`src/rtl/mem_access_ctrl_timer.sv`:
```
// mem_wait_timer: counts WAIT cycles without mem_ready and flags expiry.
// Counter is held at zero whenever the sequencer is not waiting.
module mem_wait_timer #(
    parameter int TIMEOUT_CYCLES = 16,
    parameter int CNT_W          = 5
) (
    input  logic clk,
    input  logic rst_n,
    input  logic run,
    input  logic mem_ready,
    output logic expire
);

    logic [CNT_W-1:0] cnt_q;
    logic [CNT_W-1:0] cnt_d;

    always_comb begin
        cnt_d = '0;
        if (run && !mem_ready) begin
            cnt_d = cnt_q + CNT_W'(1);
        end
    end

    // Fires on the TIMEOUT_CYCLES-th stalled cycle; a ready on it wins.
    assign expire = run && !mem_ready &&
                    (cnt_q == CNT_W'(TIMEOUT_CYCLES - 1));

    always_ff @(posedge clk or negedge rst_n) begin
        if (!rst_n) begin
            cnt_q <= '0;
        end else begin
            cnt_q <= cnt_d;
        end
    end

endmodule

```
`config.mk`:
```
export PLATFORM = sky130hd
export DESIGN_NAME = mem_wait_timer
export DESIGN_NICKNAME = d
export VERILOG_FILES = /design/src/rtl/mem_access_ctrl_timer.sv
export SDC_FILE = /design/constraint.sdc
export NUM_CORES = 1
export LEC_CHECK = 0
export ABC_AREA = 1
export CAP_MARGIN = 20
export CORE_AREA = 5 5 42 44
export CTS_CLUSTER_SIZE = 16
export DETAILED_ROUTE_END_ITERATION = 10
export DIE_AREA = 0 0 47 49
export HOLD_SLACK_MARGIN = 0.03
export SLEW_MARGIN = 20
export SYNTH_ARGS = -nofsm -noshare
export SYNTH_HDL_FRONTEND = slang
export SYNTH_SLANG_ARGS = --single-unit
```
`constraint.sdc`:
```
create_clock -name clk -period 3.19 [get_ports clk]
set_clock_uncertainty 0.1 [all_clocks]
set_input_delay 0.638 -clock clk [delete_from_list [all_inputs] [get_ports clk]]
set_output_delay 0.638 -clock clk [all_outputs]
set_load 0.03 [all_outputs]
```
==> results.py, run 1 <==
metrics = {
    "worst_setup_path": {
        "worst_setup_path_start_kind": "input pin",
        "worstSetupPathType": "in -> out",
        "worstPathCellList": "clkdlybuf4s50_1 -> inv_1 -> nor2_2 -> inv_1 -> nor2_1 -> clkdlybuf4s50_1",
        "setup.worst_path.start": "run",
        "cpLargestDelayFamily": "buffers and inverters",
        "regToRegStartpoint": "cnt_q[0]",
        "cp_max_fo": 4,
        "crit_required_ns": 2.45,
        "critPathCaptureType": "output pin",
        "timing.critical_path.buf_inv": 4,
        "arrival_ns": 2.10,
        "max_stage_delay_cell_worst_path": "clkdlybuf4s50_1",
        "cpPeakStageDelay_ns": 0.67,
    },
    "timing": {
        "hold_violations": 0,
        "timing.final.crit_share_pct": 89.0,
        "max_clock_freq_ghz": 0.352,
        "maxSlewViolCount": 0,
        "setup_viol": 0,
        "timing.slew.headroom_pct": 79.7,
        "totalNegativeSetupSlack_ns": 0,
        "post-route-min-period_ns": 2.84,
        "grt_setup_unrepaired": "no",
        "tightestPinTransition_ns": 0.303,
    },
    "route": {
        "drt_first_iter_violations": 2,
        "routed-via-count": 180,
        "post-route-drc-count": 0,
        "avgRoutedWirePerCell_um": 7.71,
        "ant_nets": 0,
        "detail_route.first_pass.iterations": 3,
        "finalWirelength_um": 401,
        "vias_per_cell": 3.46,
    },
    "layout": {
        "final_cell_area_um2": 324,
        "largest_register_ffs": 5,
        "final_net_count": 43,
        "top_register": "cnt_q",
        "diodes": 0,
        "final-seq-area_um2": 125,
        "layout-drive-gt1-share_pct": 13.9,
        "reg_top3": "cnt_q (5)",
        "fillers": 164,
        "multi_input_area_um2": 90.1,
        "area_growth_synth_to_finish_pct": 36.3,
    },
    "cts": {
        "cts-root-to-sink-buffers": 2,
        "tritoncts": "yes",
        "clock_sinks": 5,
        "cts_setup_buffers": 0,
        "htree_levels": 1,
        "cts-root-buf": "clkbuf_4",
        "cts-buffers-inserted": 3,
        "clkLatencyLatePin_ns": 0.24,
        "post_cts.resized_instances": 0,
        "path_clk_slew_ns": 0.04,
        "cts_hold_buf": 0,
    },
    "die": {
        "die_h_um": 49,
        "placementRows": 14,
        "starting_density_of_the_core_pct": 17.0,
        "io_pins": 5,
        "horizontal_die_dimension_um": 47,
        "die_area_mm2": 0.00230,
        "placeableCoreArea_mm2": 0.00140,
    },
    "logic_synthesis": {
        "ys_seq_elements": 5,
        "async_flop_share_pct": 100,
        "synth_largest_type_area_fraction_pct": 52.6,
        "synth_nets": 34,
        "synth.top_cells.by_area": "dfrtp_1, nor2_1, ha_1",
        "synth_area_um2": 238,
        "post-synth-top-count-cell": "nor2_1",
        "synth.largest_area_cell": "dfrtp_1",
        "synth_flop_cell": "dfrtp_1",
        "synthesis.instances": 28,
        "synth-seq-area-share_pct": 52.6,
        "syn-mean-instance-area_um2": 8.49,
        "netlist-cell-type-count": 7,
        "synth-warning-count": 0,
        "synthTopCellsByCount": "nor2_1, inv_1, dfrtp_1, nand2_1, ha_1",
        "synth_enable_flop_cells": 0,
    },
    "min_path": {
        "hold_path.startpoint": "cnt_q[0]",
        "hp-class": "reg -> reg",
    },
    "place": {
        "detailedPlacementHpwl_um": 319,
        "dpl_cell_area_um2": 298,
        "gpl.final_weighted_congestion": 0.673,
        "place.port_buffers": 4,
    },
    "grt": {
        "gr-usage-all-layers_pct": 4.80,
        "number_of_global_route_vias_before_repair": 157,
        "pin_count_of_the_biggest_net_entering_global_routing": 6,
        "first_pass_grt_wire_length_um": 655,
        "antenna_found_initial": 0,
        "gr-total-overflow": 0,
    },
    "power_and_ir_drop": {
        "worst_ir_drop_vdd_v": 0.000105,
        "p_leak_nw": 0.152,
        "power.density_mw_per_mm2": 452,
    },
    "run_status": {
        "run_status": "completed",
    },
    "job": {
        "drv_cap": 0,
    },
}
per-stage QoR:
| step | cells | utilization [%] | total power, mW | hold WS, ns | setup WS, ns |
|---|---|---|---|---|---|
| after floorplan | 28 | - | 0.0699 | 0.242 | 1.20 |
| after global placement | 48 | 21.3 | 0.0755 | 0.375 | 0.337 |
| after detailed placement | 48 | 21.3 | 0.0758 | 0.389 | 0.332 |
| after CTS | 52 | 23.1 | 0.151 | 0.399 | 0.331 |
| after global routing | 52 | 23.1 | 0.157 | 0.427 | 0.234 |
| final | 52 | 23.1 | 0.147 | 0.397 | 0.352 |
worst register-to-register path: stages, from the launching register on:
cell and delay [ns]:
dfrtp_1 0.40, ha_1 0.22, nand2_1 0.08, nor2_1 0.05, ha_1 0.26, nor2_1 0.09
layout by cell type, fill, tap and decap left out, drive strengths merged:
master / count
clkdlybuf4s50: 4
clkbuf: 4
dfrtp: 5
ha: 2
nand2: 4
inv: 6
nor2: 10
nand3: 1
where the power goes:
part           internal (mW)  total, mW  switching (mW)
Combinational        0.00455    0.00866         0.00411
Sequential            0.0649     0.0660         0.00114
Clock                 0.0472     0.0719          0.0247
Total                  0.117      0.147          0.0299
area by class of cell:
cell class                      instances  area share [%]
Sequential cell                         5            38.6
Multi-Input combinational cell         17            27.8
Timing Repair Buffer                    4            12.4
Clock buffer                            4            8.11
Inverter                                6            6.95
Tap cell                               16            6.18
path summary, 6_finish.rpt:
check                            to  slack [ns]  cells after the start
hold / removal             cnt_q[0]        0.40                      1
min in group asynchronous  cnt_q[3]        0.52                      1
hold reg to reg            cnt_q[0]        0.40                      1
setup reg to reg           cnt_q[4]        1.92                      5
max in group asynchronous  cnt_q[0]        2.27                      1
setup / recovery             expire        0.35                      6
cell families after synthesis:
logic type               Yosys count  share of synthesized area, %
AND/OR/NAND/NOR                   15                          27.4
adder cells (fa/ha/maj)            2                          10.5
buffers and inverters              6                          9.47
flip-flops                         5                          52.6
routing by layer:
layer	GRT usage [%]	routed length, um
met2	4.07	178
met5	0	0
met3	3.32	42
met1	5.76	170
met4	6.91	9
No activity file was read; power rests on OpenSTA's default activity.
==> inputs of run 2 (changes only) <==
--- a/config.mk
+++ b/config.mk
@@ -10,2 +10,3 @@
 export CORE_AREA = 5 5 42 44
+export CTS_BUF_LIST = sky130_fd_sc_hd__clkbuf_8 sky130_fd_sc_hd__clkbuf_16
 export CTS_CLUSTER_SIZE = 16
==> constraint.sdc (replaced) <==
create_clock -name clk -period 3.19 [get_ports clk]
set_clock_uncertainty 0.1 [all_clocks]
set_input_delay 0.957 -clock clk [delete_from_list [all_inputs] [get_ports clk]]
set_output_delay 0.957 -clock clk [all_outputs]
set_load 0.03 [all_outputs]
==> run 2 against run 1 <==
Net effect: cell count did not move; global-route usage is 0.071 points lower; non-clock buffer count did not move; clock-buffer cell count fell by 1; worst hold slack worse by 0.0049 ns; power grew 28%; sequential cell count did not move; clock power increased by 57%; sequential power about the same; setup slack lost 0.13 ns; wire length down 0.25%; combinational power fell by 1%; critical endpoint unchanged; largest cell class unchanged; highest routed layer is now met3.
==> results.py, run 2 (synthesis gave the netlist of run 1 again) <==
metrics = {
    "place": {
        "detailedPlacementHpwl_um": 336,
        "place.port_buffers": 4,
        "dp_worst_setup_slack_ns": 0.202,
        "gpl.final_weighted_congestion": 0.681,
    },
    "power_and_ir_drop": {
        "worst_ir_drop_vdd_v": 0.000156,
        "power.density_mw_per_mm2": 552,
        "p_leak_nw": 0.166,
    },
    "layout": {
        "area_growth_synth_to_finish_pct": 43.2,
        "reg_top3": "cnt_q (5)",
        "layout-drive-gt1-share_pct": 16.7,
        "final-seq-area_um2": 125,
        "layout_commonest_cell": "nor2_1",
        "top_register": "cnt_q",
        "largest_register_ffs": 5,
        "diodes": 0,
        "most-common-layout-cells": "nor2_1, inv_1, dfrtp_1",
        "final_net_count": 43,
        "multi_input_area_um2": 90.1,
        "fillers": 165,
    },
    "grt": {
        "gr-usage-all-layers_pct": 4.73,
        "first_pass_grt_wire_length_um": 683,
        "gr-total-overflow": 0,
        "grt_use_met3_pct": 4.43,
        "pin_count_of_the_biggest_net_entering_global_routing": 6,
        "grt.busiest_layer": "met2",
        "globalRouteMet1Util_pct": 4.21,
        "number_of_global_route_vias_before_repair": 179,
        "antenna_found_initial": 0,
        "grt_util_met2_pct": 6.11,
    },
    "die": {
        "horizontal_die_dimension_um": 47,
        "placementRows": 14,
        "starting_density_of_the_core_pct": 17.0,
        "die_h_um": 49,
        "io_pins": 5,
        "placeableCoreArea_mm2": 0.00140,
        "die_area_mm2": 0.00230,
    },
    "cts": {
        "cts-root-to-sink-buffers": 2,
        "path_clk_slew_ns": 0.03,
        "tritoncts": "yes",
        "cts-buffers-inserted": 3,
        "clkLatencyLatePin_ns": 0.22,
        "post_cts.resized_instances": 0,
        "cts_setup_buffers": 0,
        "clock_sinks": 5,
        "cts-root-buf": "clkbuf_8",
        "htree_levels": 1,
        "cts_hold_buf": 0,
    },
    "timing": {
        "pnr_worst_setup_slack_ns": 0.222,
        "maxSlewViolCount": 0,
        "tightestPinTransition_ns": 0.242,
        "post-route-min-period_ns": 2.97,
        "totalNegativeSetupSlack_ns": 0,
        "timing.slew.headroom_pct": 83.8,
        "timing.final.crit_share_pct": 93.0,
        "max_clock_freq_ghz": 0.337,
        "hold_violations": 0,
        "grt_setup_unrepaired": "no",
        "setup_viol": 0,
    },
    "route": {
        "vias_per_cell": 3.52,
        "avgRoutedWirePerCell_um": 7.69,
        "finalWirelength_um": 400,
        "routed-via-count": 183,
        "drt_first_iter_violations": 3,
        "detail_route.first_pass.iterations": 2,
        "ant_nets": 0,
        "post-route-drc-count": 0,
    },
    "run_status": {
        "run_status": "completed",
    },
    "worst_setup_path": {
        "max_stage_delay_cell_worst_path": "clkdlybuf4s50_1",
        "worstPathCellList": "clkdlybuf4s50_1 -> inv_1 -> nor2_2 -> inv_1 -> nor2_1 -> buf_4",
        "cpPeakStageDelay_ns": 0.45,
        "worst_setup_path_start_kind": "input pin",
        "most_frequent_cp_cell": "inv_1",
        "worstSetupPathType": "in -> out",
        "crit_required_ns": 2.13,
        "critPathCaptureType": "output pin",
        "cp_max_fo": 4,
        "arrival_ns": 1.91,
    },
    "min_path": {
        "hp-class": "reg -> reg",
    },
    "job": {
        "drv_cap": 0,
    },
}
[run 2: changes by cell type in the layout (fill, tap and decap cells not counted), sizes merged]
cell           before  now
buf                 0    1
clkdlybuf4s50       4    3
inv                 6    7
clkbuf              4    3
[run 2: cell type report]
cell class | count | share of cell area, %
Inverter | 6 | 6.62
Timing Repair Buffer | 4 | 11.0
Clock inverter | 1 | 1.10
Tap cell | 16 | 5.88
Multi-Input combinational cell | 17 | 26.5
Sequential cell | 5 | 36.8
Clock buffer | 3 | 12.1
[run 2: power breakdown]
group	internal (mW)	total, mW	switching (mW)
sequential	0.0650	0.0661	0.00114
combinational	0.00456	0.00857	0.00402
clock	0.0825	0.113	0.0307
[run 2: critical path, delay by kind of cell]
family                 cells  cell delay [ns]
and+or+nand+nor            2             0.20
buffers and inverters      4             0.74
[run 2: routing by layer]
metal | vias to the layer above | share of wire, %
li1 | 97 | -
met1 | 83 | 41
met2 | 3 | 48
met3 | 0 | 12
met4 | 0 | 0
met5 | - | 0
[run 2: metrics by stage]
stage	hold WS [ns]	power (mW)	util (%)	std cells	area, um2
after floorplan	0.350	0.0699	-	28	238
after global placement	0.375	0.0755	21.1	48	295
after detailed placement	0.386	0.0758	21.1	48	295
after CTS	0.391	0.190	24.3	52	340
after global routing	0.426	0.198	24.3	52	340
final	0.392	0.188	24.3	52	340
[run 2: worst paths after layout]
| check | depth (start not counted) | end | slack, ns | start |
|---|---|---|---|---|
| worst max-delay path | 6 | expire | 0.22 | run |
| worst min-delay path | 1 | cnt_q[0] | 0.39 | cnt_q[0] |
| worst max register to register | 5 | cnt_q[4] | 1.90 | cnt_q[0] |
| worst min register to register | 1 | cnt_q[0] | 0.39 | cnt_q[0] |
| max in group asynchronous | 1 | cnt_q[4] | 1.92 | rst_n |
| min in group asynchronous | 1 | cnt_q[2] | 0.87 | rst_n |
